### src/rtl/i2c_temp_responder.sv
// I2C target for the board temperature sensor (addr DEV_ADDR): pointer write, register reads, open-drain SDA.
// sda_oe follows a pin SCL fall by SYNC_STAGES+2 clks; no backpressure, the bus master owns all timing.
module i2c_temp_responder #(
    parameter logic [6:0] DEV_ADDR    = 7'h48,
    parameter logic [7:0] ID_VALUE    = 8'hCB,
    parameter int         SYNC_STAGES = 2
) (
    input  logic        clk,
    input  logic        rst_n,
    input  logic        scl,
    input  logic        sda_in,
    output logic        sda_oe,
    input  logic [12:0] temp_value,
    output logic [7:0]  reg_ptr,
    output logic        busy,
    output logic        xfer_done
);

    typedef enum logic [3:0] {
        S_IDLE, S_ADDR, S_ADDR_ACK, S_PTR, S_PTR_ACK, S_WDATA, S_TX, S_MACK, S_IGNORE
    } state_t;

    state_t                 state_q, state_d;
    logic [SYNC_STAGES-1:0] scl_sync_q, scl_sync_d;
    logic [SYNC_STAGES-1:0] sda_sync_q, sda_sync_d;
    logic                   scl_hist_q, scl_hist_d;
    logic                   sda_hist_q, sda_hist_d;
    logic                   scl_fall_q, scl_fall_d;
    logic [3:0]             bit_cnt_q, bit_cnt_d;
    logic [7:0]             shreg_q, shreg_d;
    logic                   rw_q, rw_d;
    logic [7:0]             reg_ptr_q, reg_ptr_d;
    logic [12:0]            snap_q, snap_d;
    logic                   sda_oe_q, sda_oe_d;
    logic                   busy_q, busy_d;
    logic                   xfer_done_q, xfer_done_d;

    logic       scl_s, sda_s, scl_rise, start_det, stop_det;
    logic [7:0] rx_byte, ptr_inc, tx_load;

    function automatic logic [7:0] reg_read(input logic [7:0] ptr, input logic [12:0] snap);
        case (ptr)
            8'h00:   reg_read = snap[12:5];
            8'h01:   reg_read = {snap[4:0], 3'b000};
            8'h0B:   reg_read = ID_VALUE;
            default: reg_read = 8'h00;
        endcase
    endfunction

    always_comb begin
        scl_sync_d = {scl_sync_q[SYNC_STAGES-2:0], scl};
        sda_sync_d = {sda_sync_q[SYNC_STAGES-2:0], sda_in};
        scl_s      = scl_sync_q[SYNC_STAGES-1];
        sda_s      = sda_sync_q[SYNC_STAGES-1];
        scl_hist_d = scl_s;
        sda_hist_d = sda_s;
        scl_rise   = scl_s & ~scl_hist_q;
        // Fall is registered so SDA changes a full clk after SCL is seen low.
        scl_fall_d = ~scl_s & scl_hist_q;
        start_det  = scl_s & scl_hist_q & sda_hist_q & ~sda_s;
        stop_det   = scl_s & scl_hist_q & ~sda_hist_q & sda_s;
        rx_byte    = {shreg_q[6:0], sda_s};
        ptr_inc    = reg_ptr_q + 8'd1;
        tx_load    = reg_read(reg_ptr_q, snap_q);
    end

    always_comb begin
        state_d     = state_q;
        bit_cnt_d   = bit_cnt_q;
        shreg_d     = shreg_q;
        rw_d        = rw_q;
        reg_ptr_d   = reg_ptr_q;
        snap_d      = snap_q;
        sda_oe_d    = sda_oe_q;
        busy_d      = busy_q;
        xfer_done_d = 1'b0;
        if (stop_det) begin
            state_d     = S_IDLE;
            sda_oe_d    = 1'b0;
            busy_d      = 1'b0;
            xfer_done_d = busy_q;
        end else if (start_det) begin
            state_d   = S_ADDR;
            sda_oe_d  = 1'b0;
            bit_cnt_d = 4'd0;
        end else begin
            case (state_q)
                S_ADDR: if (scl_rise) begin
                    shreg_d = rx_byte;
                    if (bit_cnt_q == 4'd7) begin
                        bit_cnt_d = 4'd8;
                        rw_d      = sda_s;
                        if (rx_byte[7:1] == DEV_ADDR) begin
                            state_d = S_ADDR_ACK;
                            busy_d  = 1'b1;
                            if (sda_s) snap_d = temp_value;
                        end else begin
                            state_d = S_IGNORE;
                        end
                    end else begin
                        bit_cnt_d = bit_cnt_q + 4'd1;
                    end
                end
                S_PTR, S_WDATA: if (scl_rise) begin
                    shreg_d = rx_byte;
                    if (bit_cnt_q == 4'd7) begin
                        bit_cnt_d = 4'd8;
                        reg_ptr_d = (state_q == S_PTR) ? rx_byte : ptr_inc;
                        state_d   = S_PTR_ACK;
                    end else begin
                        bit_cnt_d = bit_cnt_q + 4'd1;
                    end
                end
                // bit_cnt 8: ACK not yet driven; 9: ACK clock has risen, release on next fall.
                S_ADDR_ACK, S_PTR_ACK: begin
                    if (scl_rise) begin
                        bit_cnt_d = 4'd9;
                    end else if (scl_fall_q) begin
                        if (bit_cnt_q == 4'd8) begin
                            sda_oe_d = 1'b1;
                        end else begin
                            bit_cnt_d = 4'd0;
                            if (state_q == S_ADDR_ACK && rw_q) begin
                                state_d  = S_TX;
                                shreg_d  = tx_load;
                                sda_oe_d = ~tx_load[7];
                            end else begin
                                state_d  = (state_q == S_ADDR_ACK) ? S_PTR : S_WDATA;
                                sda_oe_d = 1'b0;
                            end
                        end
                    end
                end
                // bit_cnt 0 on a fall means the byte was reloaded after a master ACK.
                S_TX: begin
                    if (scl_rise) begin
                        bit_cnt_d = bit_cnt_q + 4'd1;
                    end else if (scl_fall_q) begin
                        if (bit_cnt_q == 4'd8) begin
                            sda_oe_d = 1'b0;
                            state_d  = S_MACK;
                        end else if (bit_cnt_q != 4'd0) begin
                            shreg_d  = {shreg_q[6:0], 1'b0};
                            sda_oe_d = ~shreg_q[6];
                        end else begin
                            sda_oe_d = ~shreg_q[7];
                        end
                    end
                end
                S_MACK: if (scl_rise) begin
                    if (!sda_s) begin
                        reg_ptr_d = ptr_inc;
                        shreg_d   = reg_read(ptr_inc, snap_q);
                        bit_cnt_d = 4'd0;
                        state_d   = S_TX;
                    end else begin
                        state_d = S_IGNORE;
                    end
                end
                default: ;
            endcase
        end
    end

    always_ff @(posedge clk or negedge rst_n) begin
        if (!rst_n) begin
            state_q     <= S_IDLE;
            scl_sync_q  <= '1;
            sda_sync_q  <= '1;
            scl_hist_q  <= 1'b1;
            sda_hist_q  <= 1'b1;
            scl_fall_q  <= 1'b0;
            bit_cnt_q   <= 4'd0;
            shreg_q     <= 8'h00;
            rw_q        <= 1'b0;
            reg_ptr_q   <= 8'h00;
            snap_q      <= 13'h0000;
            sda_oe_q    <= 1'b0;
            busy_q      <= 1'b0;
            xfer_done_q <= 1'b0;
        end else begin
            state_q     <= state_d;
            scl_sync_q  <= scl_sync_d;
            sda_sync_q  <= sda_sync_d;
            scl_hist_q  <= scl_hist_d;
            sda_hist_q  <= sda_hist_d;
            scl_fall_q  <= scl_fall_d;
            bit_cnt_q   <= bit_cnt_d;
            shreg_q     <= shreg_d;
            rw_q        <= rw_d;
            reg_ptr_q   <= reg_ptr_d;
            snap_q      <= snap_d;
            sda_oe_q    <= sda_oe_d;
            busy_q      <= busy_d;
            xfer_done_q <= xfer_done_d;
        end
    end

    assign sda_oe    = sda_oe_q;
    assign reg_ptr   = reg_ptr_q;
    assign busy      = busy_q;
    assign xfer_done = xfer_done_q;

endmodule
### config.mk
export PLATFORM = sky130hd
export DESIGN_NAME = i2c_temp_responder
export DESIGN_NICKNAME = d
export VERILOG_FILES = /design/src/rtl/i2c_temp_responder.sv
export SDC_FILE = /design/constraint.sdc
export NUM_CORES = 1
export LEC_CHECK = 0
export CAP_MARGIN = 15
export CORE_MARGIN = 2
export CORE_UTILIZATION = 52
export CTS_CLUSTER_SIZE = 16
export DETAILED_ROUTE_END_ITERATION = 10
export PLACE_DENSITY = 0.81
export SLEW_MARGIN = 20
export SYNTH_ARGS = -nofsm -noshare
export SYNTH_HDL_FRONTEND = slang
export SYNTH_SLANG_ARGS = --single-unit
### constraint.sdc
create_clock -name clk -period 2.07 [get_ports clk]
set_input_delay 0.207 -clock clk [delete_from_list [all_inputs] [get_ports clk]]
set_output_delay 0.207 -clock clk [all_outputs]
set_load 0.01 [all_outputs]
==> results.yml, run 1 <==
final_layout:
  stdcell_count: 457
  area_growth_pct: 31.5
  fin_nets: 408
  fill_cells: 382
  antennaDiodeCount: 0
  drive_gt1_share_pct: 31.7
timing:
  tightest_slew_ns: 0.615
  timing.fmax_mhz: 471
  slew-limit-headroom_pct: 59.0
  setup_tns_ns: -0.523
  fin_worst_skew_ns: 0.00462
  finalHoldViolCount: 0
  finalCritPeriodShare_pct: 102
  setup_viol: 13
  slew_viol_final: 0
  fin_ws_ns: -0.0515
  rsz0062_at_grt: "yes"
  period_minus_slack_ns: 2.12
logic_synthesis:
  synth_top_area_share_pct: 34.7
  synth_cells: 317
  synth_area_um2: 3030
  yosysUniqueCellTypes: 72
  yosysMostFrequentCell: "dfrtp_1"
  synth_edf_count: 0
  synth_seq_cells: 48
  ys_top_cells_by_count: "dfrtp_1, nand2_1, mux2_2, nor2_1, a21oi_1"
  syn_nets: 341
  synth_area_leader_cell: "dfrtp_1"
  yosys_warnings: 0
  synth_flop_cell: "dfrtp_1"
  netlist_top_cells_area: "dfrtp_1, mux2_2, dfstp_2, nand2_1, a21oi_1"
  seq_area_frac_synth_pct: 39.9
  syn_avg_cell_area_um2: 9.56
  async_reset_ff_share_pct: 100
cts:
  htree_levels: 2
  cts_sinks: 48
  cts_root_buffer: "clkbuf_8"
  cts_buffers: 5
  clk_pin_slew_ns: 0.09
  cts_buffer_depth: 2
  clock_latency_ns: 0.31
  cts_tree: "done"
setup_path:
  worstPathMaxFanout: 6
  crit_buf_inv: 1
  cp_top_family: "simple AND/OR/NAND/NOR gates"
  crit_start: "bit_cnt_q[0]$_DFFE_PN0P_"
  crit_path_top_delay_cell: "dfrtp_1"
  cp_cell_sequence: "ha_2 -> nand3b_1 -> nor3_2 -> nand2_1 -> nor2_4 -> clkbuf_16 -> mux2_4"
  endpoint_kind: "register"
  worstPathArrival_ns: 2.32
  crit_path_max_incr_delay_ns: 0.44
  timing.rr.start: "bit_cnt_q[0]$_DFFE_PN0P_"
  criticalPathCategory: "register to register"
  critPathLaunchType: "register"
  worstPathRequired_ns: 2.27
global_route:
  grt_max_degree: 49
  grtUsageMet2_pct: 40.3
  grtUsageMet3_pct: 4.49
  busiest_layer: "met2"
  overflow: 0
  grt_pass1_wl_um: 13100
  antenna_found_initial: 0
  grt_usage_pct: 26.2
  met1_usage_pct: 37.1
  grt_pass1_vias: 2673
routing:
  first_pass_iters: 5
  vias: 2963
  drc: 0
  post_drt_wl_per_cell_um: 19.0
  drtAntennaViolNets: 0
  drt_iter0_markers: 280
  vias_per_cell: 6.48
  wirelength_um: 8700
power_and_ir_drop:
  p_seq_share_pct: 56.2
  p_per_area_nw_per_um2: 459
  clock_power_share_pct: 31.4
  power_leakage_nw: 1.64
  netSwitchingFraction_pct: 27.0
  p_comb_share_pct: 12.4
  switchingPower_uw: 494
  vdd_ir_drop_max_uv: 619
  p_int_mw: 1.33
floorplanning:
  io_pins: 28
  die_area_um2: 6450
  dieWidth_um: 80.3
  core-area_um2: 5570
  core.rowCount: 27
  fp.dieH_um: 80.3
  initial_core_util_pct: 54.3
place:
  dp.cells: 432
  dp_hpwl_um: 5830
  port_buffers: 27
  gp_congestion: 0.973
status:
  status: "finished, violations left"
  violations: "setup timing"
worst_hold_path:
  hold_class: "input pin to async pin"
run:
  drv_cap: 0
## routing by layer
layer  vias to the layer above  part of all wire [%]
met2                       147                    49
met4                         0                   2.6
met5                         -                     0
li1                       1317                     -
met1                      1469                    42
met3                        30                   6.4
## sequential cells by signal, summed over array words and instances (netlist names)
name / count
busy: 1
sda_sync_q: 2
sda_oe: 1
bit_cnt_q: 4
scl_sync_q: 2
snap_q: 13
xfer_done: 1
scl_hist_q: 1
state_q: 4
scl_fall_q: 1
rw_q: 1
sda_hist_q: 1
reg_ptr: 8
shreg_q: 8
## logic make-up (layout without fill, tap and decap cells)
logic type / count (synthesis) / in the layout / share of synthesized area (%)
flip-flops: 48 / 48 / 39.9
AND/OR/NAND/NOR: 110 / 110 / 20.0
multiplexers: 23 / 23 / 8.39
AO/OA/AOI/OAI: 93 / 94 / 22.2
adder cells (fa/ha/maj): 7 / 7 / 2.89
buffers and inverters: 29 / 96 / 4.63
XOR/XNOR: 7 / 7 / 2.02
## path summary, 6_finish.rpt
| check | slack [ns] | cells past startpoint | endpoint |
|---|---|---|---|
| hold / removal | 0.007 | 2 | snap_q[11]$_DFFE_PN0P_ |
| min in group clk | 0.31 | 1 | sda_sync_q[0]$_DFF_PN1_ |
| hold reg to reg | 0.36 | 0 | scl_sync_q[1]$_DFF_PN1_ |
| max in group asynchronous | 1.62 | 2 | state_q[0]$_DFFE_PN0P_ |
| setup / recovery | -0.05 | 7 | snap_q[9]$_DFFE_PN0P_ |
| setup reg to reg | -0.05 | 7 | snap_q[9]$_DFFE_PN0P_ |
## power groups by stage
stage	clock network, mW	registers [mW]	logic [mW]
after global placement	0	1.04	0.202
after floorplan	0	1.02	0.112
after detailed placement	0	1.04	0.208
after global routing	0.616	1.03	0.248
after CTS	0.585	1.02	0.209
final	0.574	1.03	0.227
## repair_timing
item,CTS,global route
buffers inserted,0,15
endpoints found under the setup margin,4,29
pin swaps,0,10
gates resized for setup,4,42
hold buffers,0,0
cloned,0,2
## through the flow
| stage | power [mW] | instance area (um2) | worst slack, ns | utilization, % | hold slack, ns |
|---|---|---|---|---|---|
| 6_report | 1.83 | 3980 | -0.0515 | 71.4 | 0.00665 |
| 5_1_grt | 1.90 | 3980 | -0.124 | 71.4 | 0.0651 |
| 2_1_floorplan | 1.13 | 3030 | 0.0367 | - | -0.0886 |
| 3_5_place_dp | 1.25 | 3570 | -0.0430 | 64.0 | 0.347 |
| 3_3_place_gp | 1.24 | 3570 | -0.0139 | 64.0 | 0.336 |
| 4_1_cts | 1.81 | 3670 | 0.00797 | 65.8 | 0.0332 |
## cell usage in the layout (no fill, tap or decap), types with 4 or more instances in the layout
cell type and n:
a21oi_1 17, a221oi_1 5, a22oi_1 5, buf_4 45, clkbuf_8 5, clkdlybuf4s50_1 26
dfrtp_1 40, dfstp_2 6, ha_1 4, inv_1 11, mux2_2 11, mux2_4 8
mux2i_1 4, nand2_1 27, nand3_1 11, nand3b_1 4, nand4_1 6, nor2_1 16
nor2b_1 5, nor3_1 4, o211ai_1 5, o21a_1 5, o21ai_0 14, o31ai_1 4
xor2_1 4
## layout make-up
type / instances / area (um2) / area share, %
Multi-Input combinational cell: 241 / 1860 / 46.7
Timing Repair Buffer: 77 / 691 / 17.3
Tap cell: 72 / 90.1 / 2.26
Inverter: 11 / 41.3 / 1.04
Clock inverter: 2 / 16.3 / 0.408
Clock buffer: 6 / 72.6 / 1.82
Sequential cell: 48 / 1210 / 30.4
Power figures use the tool's default switching activity.
==> run 2, diff against run 1 <==
MAX_ROUTING_LAYER = met4   (was default)
==> run 2 against run 1 <==
  * The run now ends clean
  * Register-to-register slack better by 0.06 ns
  * Power is 0.22% higher
  * Die area stayed put
  * Critical path depth stayed put
  * Non-clock buffer count is 1 lower
  * Utilization is 2.1 points lower
  * Sequential power hardly changed
  * First-iteration DRC count is 9.3% lower
  * Cell area is 2.9% lower
  * Critical endpoint is now snap_q[3]$_DFFE_PN0P_
==> results.yml, run 2 (synthesized netlist as in run 1, its figures left out) <==
routing:
  wirelength_um: 8300
  vias_per_cell: 6.28
  vias: 2856
  drt_iter0_markers: 254
  post_drt_wl_per_cell_um: 18.2
  first_pass_iters: 6
  drtAntennaViolNets: 0
  drc: 0
setup_path:
  crit_path_max_incr_delay_ns: 0.41
  worstPathRequired_ns: 2.26
  crit_path_top_delay_cell: "dfrtp_1"
  cp_top_family: "simple AND/OR/NAND/NOR gates"
  criticalPathCategory: "register to register"
  critPathLaunchType: "register"
  worstPathArrival_ns: 2.25
  crit_buf_inv: 1
  cp_cell_sequence: "ha_2 -> nand3b_1 -> nor3_2 -> nand2_1 -> nor2_2 -> buf_12 -> mux2_4"
  endpoint_kind: "register"
  worstPathMaxFanout: 13
cts:
  cts_root_buffer: "clkbuf_8"
  cts_buffer_depth: 2
  clock_latency_ns: 0.30
  clk_pin_slew_ns: 0.09
  cts_tree: "done"
  htree_levels: 2
  cts_sinks: 48
  cts_buffers: 5
timing:
  fin_worst_skew_ns: 0.00804
  tightest_slew_ns: 0.840
  setup_tns_ns: 0
  slew-limit-headroom_pct: 44.0
  finalHoldViolCount: 0
  setup_viol: 0
  rsz0062_at_grt: "yes"
  period_minus_slack_ns: 2.06
  finalCritPeriodShare_pct: 99.5
  timing.fmax_mhz: 486
  slew_viol_final: 0
status:
  status: "finished clean"
final_layout:
  drive_gt1_share_pct: 28.5
  utilization_pct: 69.4
  final_common_cell: "buf_4"
  layout_common_cells: "buf_4, dfrtp_1, nand2_1"
  top_register: "snap_q"
  area_growth_pct: 27.6
  largest_reg_flops: 13
  fin_nets: 406
  antennaDiodeCount: 0
place:
  dp_hpwl_um: 5910
  gp_congestion: 0.945
  port_buffers: 27
global_route:
  antenna_found_initial: 0
  grt_max_degree: 38
  grt_pass1_wl_um: 13300
  grt_pass1_vias: 2792
  grt_usage_pct: 27.5
  overflow: 0
run:
  drv_cap: 0
floorplanning:
  core.rowCount: 27
  die_area_um2: 6450
  core-area_um2: 5570
  initial_core_util_pct: 54.3
  dieWidth_um: 80.3
  io_pins: 28
  fp.dieH_um: 80.3
power_and_ir_drop:
  p_per_area_nw_per_um2: 474
  vdd_ir_drop_max_uv: 447
  p_total_mw: 1.83
  power_leakage_nw: 1.59
worst_hold_path:
  hold_class: "input pin to async pin"
==> run 2: area by class of cell <==
type                       count  area [um2]
sequential                    48        1210
inverter                      11        41.3
multi-input combinational    240        1780
fill                         443        1710
tap                           72        90.1
timing repair buffer          76         649
clock buffer                   8        90.1
==> run 2: path summary, 6_finish.rpt <==
kind | from | to | slack (ns) | depth (start not counted)
min in group clk | sda_in | sda_sync_q[0]$_DFF_PN1_ | 0.31 | 1
setup / recovery | bit_cnt_q[1]$_DFFE_PN0P_ | snap_q[3]$_DFFE_PN0P_ | 0.01 | 7
hold / removal | rst_n | snap_q[8]$_DFFE_PN0P_ | 0.001 | 1
hold reg to reg | sda_sync_q[0]$_DFF_PN1_ | sda_sync_q[1]$_DFF_PN1_ | 0.36 | 0
max in group asynchronous | rst_n | reg_ptr[6]$_DFFE_PN0P_ | 1.38 | 2
setup reg to reg | bit_cnt_q[1]$_DFFE_PN0P_ | snap_q[3]$_DFFE_PN0P_ | 0.01 | 7
==> run 2: power by group <==
part	internal [mW]	switching [mW]
sequential	0.976	0.0498
clock	0.273	0.309
combinational	0.118	0.106
==> run 2: metrics by stage <==
| stage | area (um2) | setup WS [ns] | hold WS, ns | instances |
|---|---|---|---|---|
| 2_1_floorplan | 3030 | 0.0367 | -0.0886 | 317 |
| 3_3_place_gp | 3560 | 0.0627 | 0.336 | 433 |
| 3_5_place_dp | 3560 | -0.0255 | 0.349 | 433 |
| 4_1_cts | 3700 | 0.00216 | 0.0241 | 445 |
| 5_1_grt | 3870 | -0.145 | 0.0613 | 455 |
| 6_report | 3870 | 0.0105 | 0.00108 | 455 |
==> run 2: what timing repair did <==
action                                  CTS  global route
hold buffers                              0             0
buffers inserted                          4            10
resized for setup                         5            30
pin swaps                                 0             4
endpoints found under the setup margin   18            30
==> run 2: metal layers <==
layer / vias up / global-route usage (%) / share of wire (%)
met2: 109 / 43.3 / 48
met4: 0 / 9.32 / 2.1
li1: 1314 / - / -
met3: 23 / 4.16 / 5.8
met5: - / - / 0
met1: 1410 / 36.5 / 44
==> run 3, diff against run 2 <==
CELL_PAD_IN_SITES_DETAIL_PLACEMENT = 1   (was default)
CELL_PAD_IN_SITES_GLOBAL_PLACEMENT = 1   (was default)
CORE_UTILIZATION = 40   (was 52)
PLACE_DENSITY = 0.8   (was 0.81)
==> run 3 against run 2 <==
  * Die area rose by 28%
  * Critical endpoint is now reg_ptr[3]$_DFFE_PN0P_
  * Setup slack worse by 0.037 ns
  * Combinational power is 11% higher
  * Sequential share of layout area shrank 1.8 points
  * The flow now finishes with violations (hold timing, setup timing)
  * Non-clock buffer count is 15 higher
  * Hold slack lost 0.0062 ns
==> results.yml, run 3 (synthesized netlist as in run 1, its figures left out) <==
status:
  status: "finished, violations left"
  violations: "hold timing, setup timing"
final_layout:
  stdcell_count: 497
  area_growth_pct: 35.6
  layout_common_cells: "buf_4, dfrtp_1, nand2_1, clkdlybuf4s50_1, mux2_2"
  fill_cells: 826
  drive_gt1_share_pct: 35.2
  largest_reg_flops: 13
  final_cell_area_um2: 4110
  utilization_pct: 56.3
  antennaDiodeCount: 0
  fin_nets: 421
  regArea_um2: 1210
  top_register: "snap_q"
  final_common_cell: "buf_4"
  multi_input_area_um2: 1840
setup_path:
  crit_top_cell: "buf_6"
  worstPathArrival_ns: 2.30
  endpoint_kind: "register"
  critPathLaunchType: "register"
  r2r-end: "reg_ptr[3]$_DFFE_PN0P_"
  crit_path_top_delay_cell: "dfrtp_2"
  worstPathMaxFanout: 6
  criticalPathCategory: "register to register"
  crit_path_max_incr_delay_ns: 0.39
  crit_buf_inv: 2
  cp_cell_sequence: "ha_2 -> nand3b_1 -> buf_6 -> mux2i_1 -> a21oi_2 -> nor3_2 -> buf_6 -> mux2_2"
  r2r_setup_slack_ns: -0.03
  timing.rr.start: "bit_cnt_q[0]$_DFFE_PN0P_"
  r2r.worst_path.cells: 8
  cp.depth: 8
  cp_top_family: "multiplexers"
  worstPathRequired_ns: 2.27
global_route:
  grt_pass1_wl_um: 15000
  antenna_found_initial: 0
  overflow: 0
  grt_usage_pct: 23.3
  grt_pass1_vias: 2888
  grt_max_degree: 49
routing:
  vias_per_cell: 5.97
  wirelength_um: 10300
  drc: 0
  vias: 2968
  post_drt_wl_per_cell_um: 20.8
  drt_iter0_markers: 175
  first_pass_iters: 5
  drtAntennaViolNets: 0
place:
  dp_hpwl_um: 6680
  pre_cts_slack_ns: -0.273
  gp_congestion: 0.888
  dpl_cell_area_um2: 3640
  port_buffers: 27
  dp.cells: 466
floorplanning:
  core-area_um2: 7290
  io_pins: 28
  dieWidth_um: 91.0
  initial_core_util_pct: 41.5
  die_area_um2: 8280
  fp.dieH_um: 91.0
  core.rowCount: 31
timing:
  slew-limit-headroom_pct: 56.7
  finalHoldViolCount: 9
  fin_ws_ns: -0.0262
  tightest_slew_ns: 0.650
  rsz0062_at_grt: "yes"
  timing.fmax_mhz: 477
  setup_tns_ns: -0.0821
  setup_viol: 5
  period_minus_slack_ns: 2.10
  slew_viol_final: 0
  fin_worst_skew_ns: 0.00772
  holdWs_ns: -0.00508
  finalCritPeriodShare_pct: 101
cts:
  cts_buffer_depth: 2
  clock_latency_ns: 0.31
  cts_sinks: 48
  ctsHoldBuffers: 0
  clk_pin_slew_ns: 0.10
  cts_root_buffer: "clkbuf_8"
  cts_tree: "done"
  cts_buffers: 5
  htree_levels: 2
power_and_ir_drop:
  vdd_ir_drop_max_uv: 248
  power_leakage_nw: 1.73
  p_per_area_nw_per_um2: 482
worst_hold_path:
  hold_class: "input pin to async pin"
run:
  drv_cap: 0
run 3: changes by cell type in the layout (fill, tap and decap cells not counted), sizes merged:
cell | previous run | this run
buf | 50 | 65
bufinv | 0 | 1
clkbuf | 8 | 5
clkinv | 0 | 1
clkinvlp | 0 | 1
run 3: layer usage:
metal	global-route usage (%)	vias to the layer above	routed length [um]
li1	-	1344	-
met1	31.0	1518	4670
met2	38.6	81	5050
met3	2.90	25	380
met4	4.67	0	240
met5	-	-	0
run 3: per-stage QoR:
step                power [mW]  hold WS (ns)
global placement          1.24         0.346
finish                    1.98      -0.00508
CTS                       1.96        0.0206
floorplan                 1.13       -0.0886
global route              2.05        0.0280
detailed placement        1.25         0.348
run 3: how the worst max path moves through the flow:
stage / to / from / slack, ns
finish: reg_ptr[3]$_DFFE_PN0P_ / bit_cnt_q[0]$_DFFE_PN0P_ / -0.03
global route: reg_ptr[3]$_DFFE_PN0P_ / bit_cnt_q[0]$_DFFE_PN0P_ / -0.12
CTS: reg_ptr[2]$_DFFE_PN0P_ / bit_cnt_q[0]$_DFFE_PN0P_ / 0.002
detailed placement: shreg_q[0]$_DFFE_PN0P_ / state_q[2]$_DFFE_PN0P_ / -0.27
global placement: shreg_q[0]$_DFFE_PN0P_ / state_q[2]$_DFFE_PN0P_ / 0.03
floorplan: shreg_q[0]$_DFFE_PN0P_ / reg_ptr[1]$_DFFE_PN0P_ / 0.04
run 3: power by group:
group	leakage, nW	switching, mW	internal, mW
clock network	0.0541	0.352	0.358
logic	1.04	0.127	0.123
registers	0.634	0.0459	0.977
total	1.73	0.525	1.46
run 3: final cells by class:
cell class | count | share of cell area, %
multi-input cells | 240 | 44.8
flip-flops and latches | 48 | 29.6
repair buffers | 91 | 18.9
well taps | 99 | 3.01
clock buffers | 5 | 1.67
clock inverters | 3 | 1.04
inverters | 11 | 1.00
run 3: what timing repair did:
| item | CTS | global route |
|---|---|---|
| resized for setup | 12 | 38 |
| cloned | 0 | 1 |
| buffers inserted | 3 | 19 |
| endpoints found under the setup margin | 15 | 33 |
| pin swaps | 2 | 10 |
run 3: worst register-to-register path: cells and delay by family, from the launching register on:
| kind | cells | cell delay [ns] |
|---|---|---|
| AOI/OAI and AO/OA | 1 | 0.09 |
| buffers and inverters | 2 | 0.36 |
| DFF | 1 | 0.39 |
| muxes | 2 | 0.50 |
| and+or+nand+nor | 2 | 0.45 |
| adders and majority gates | 1 | 0.19 |
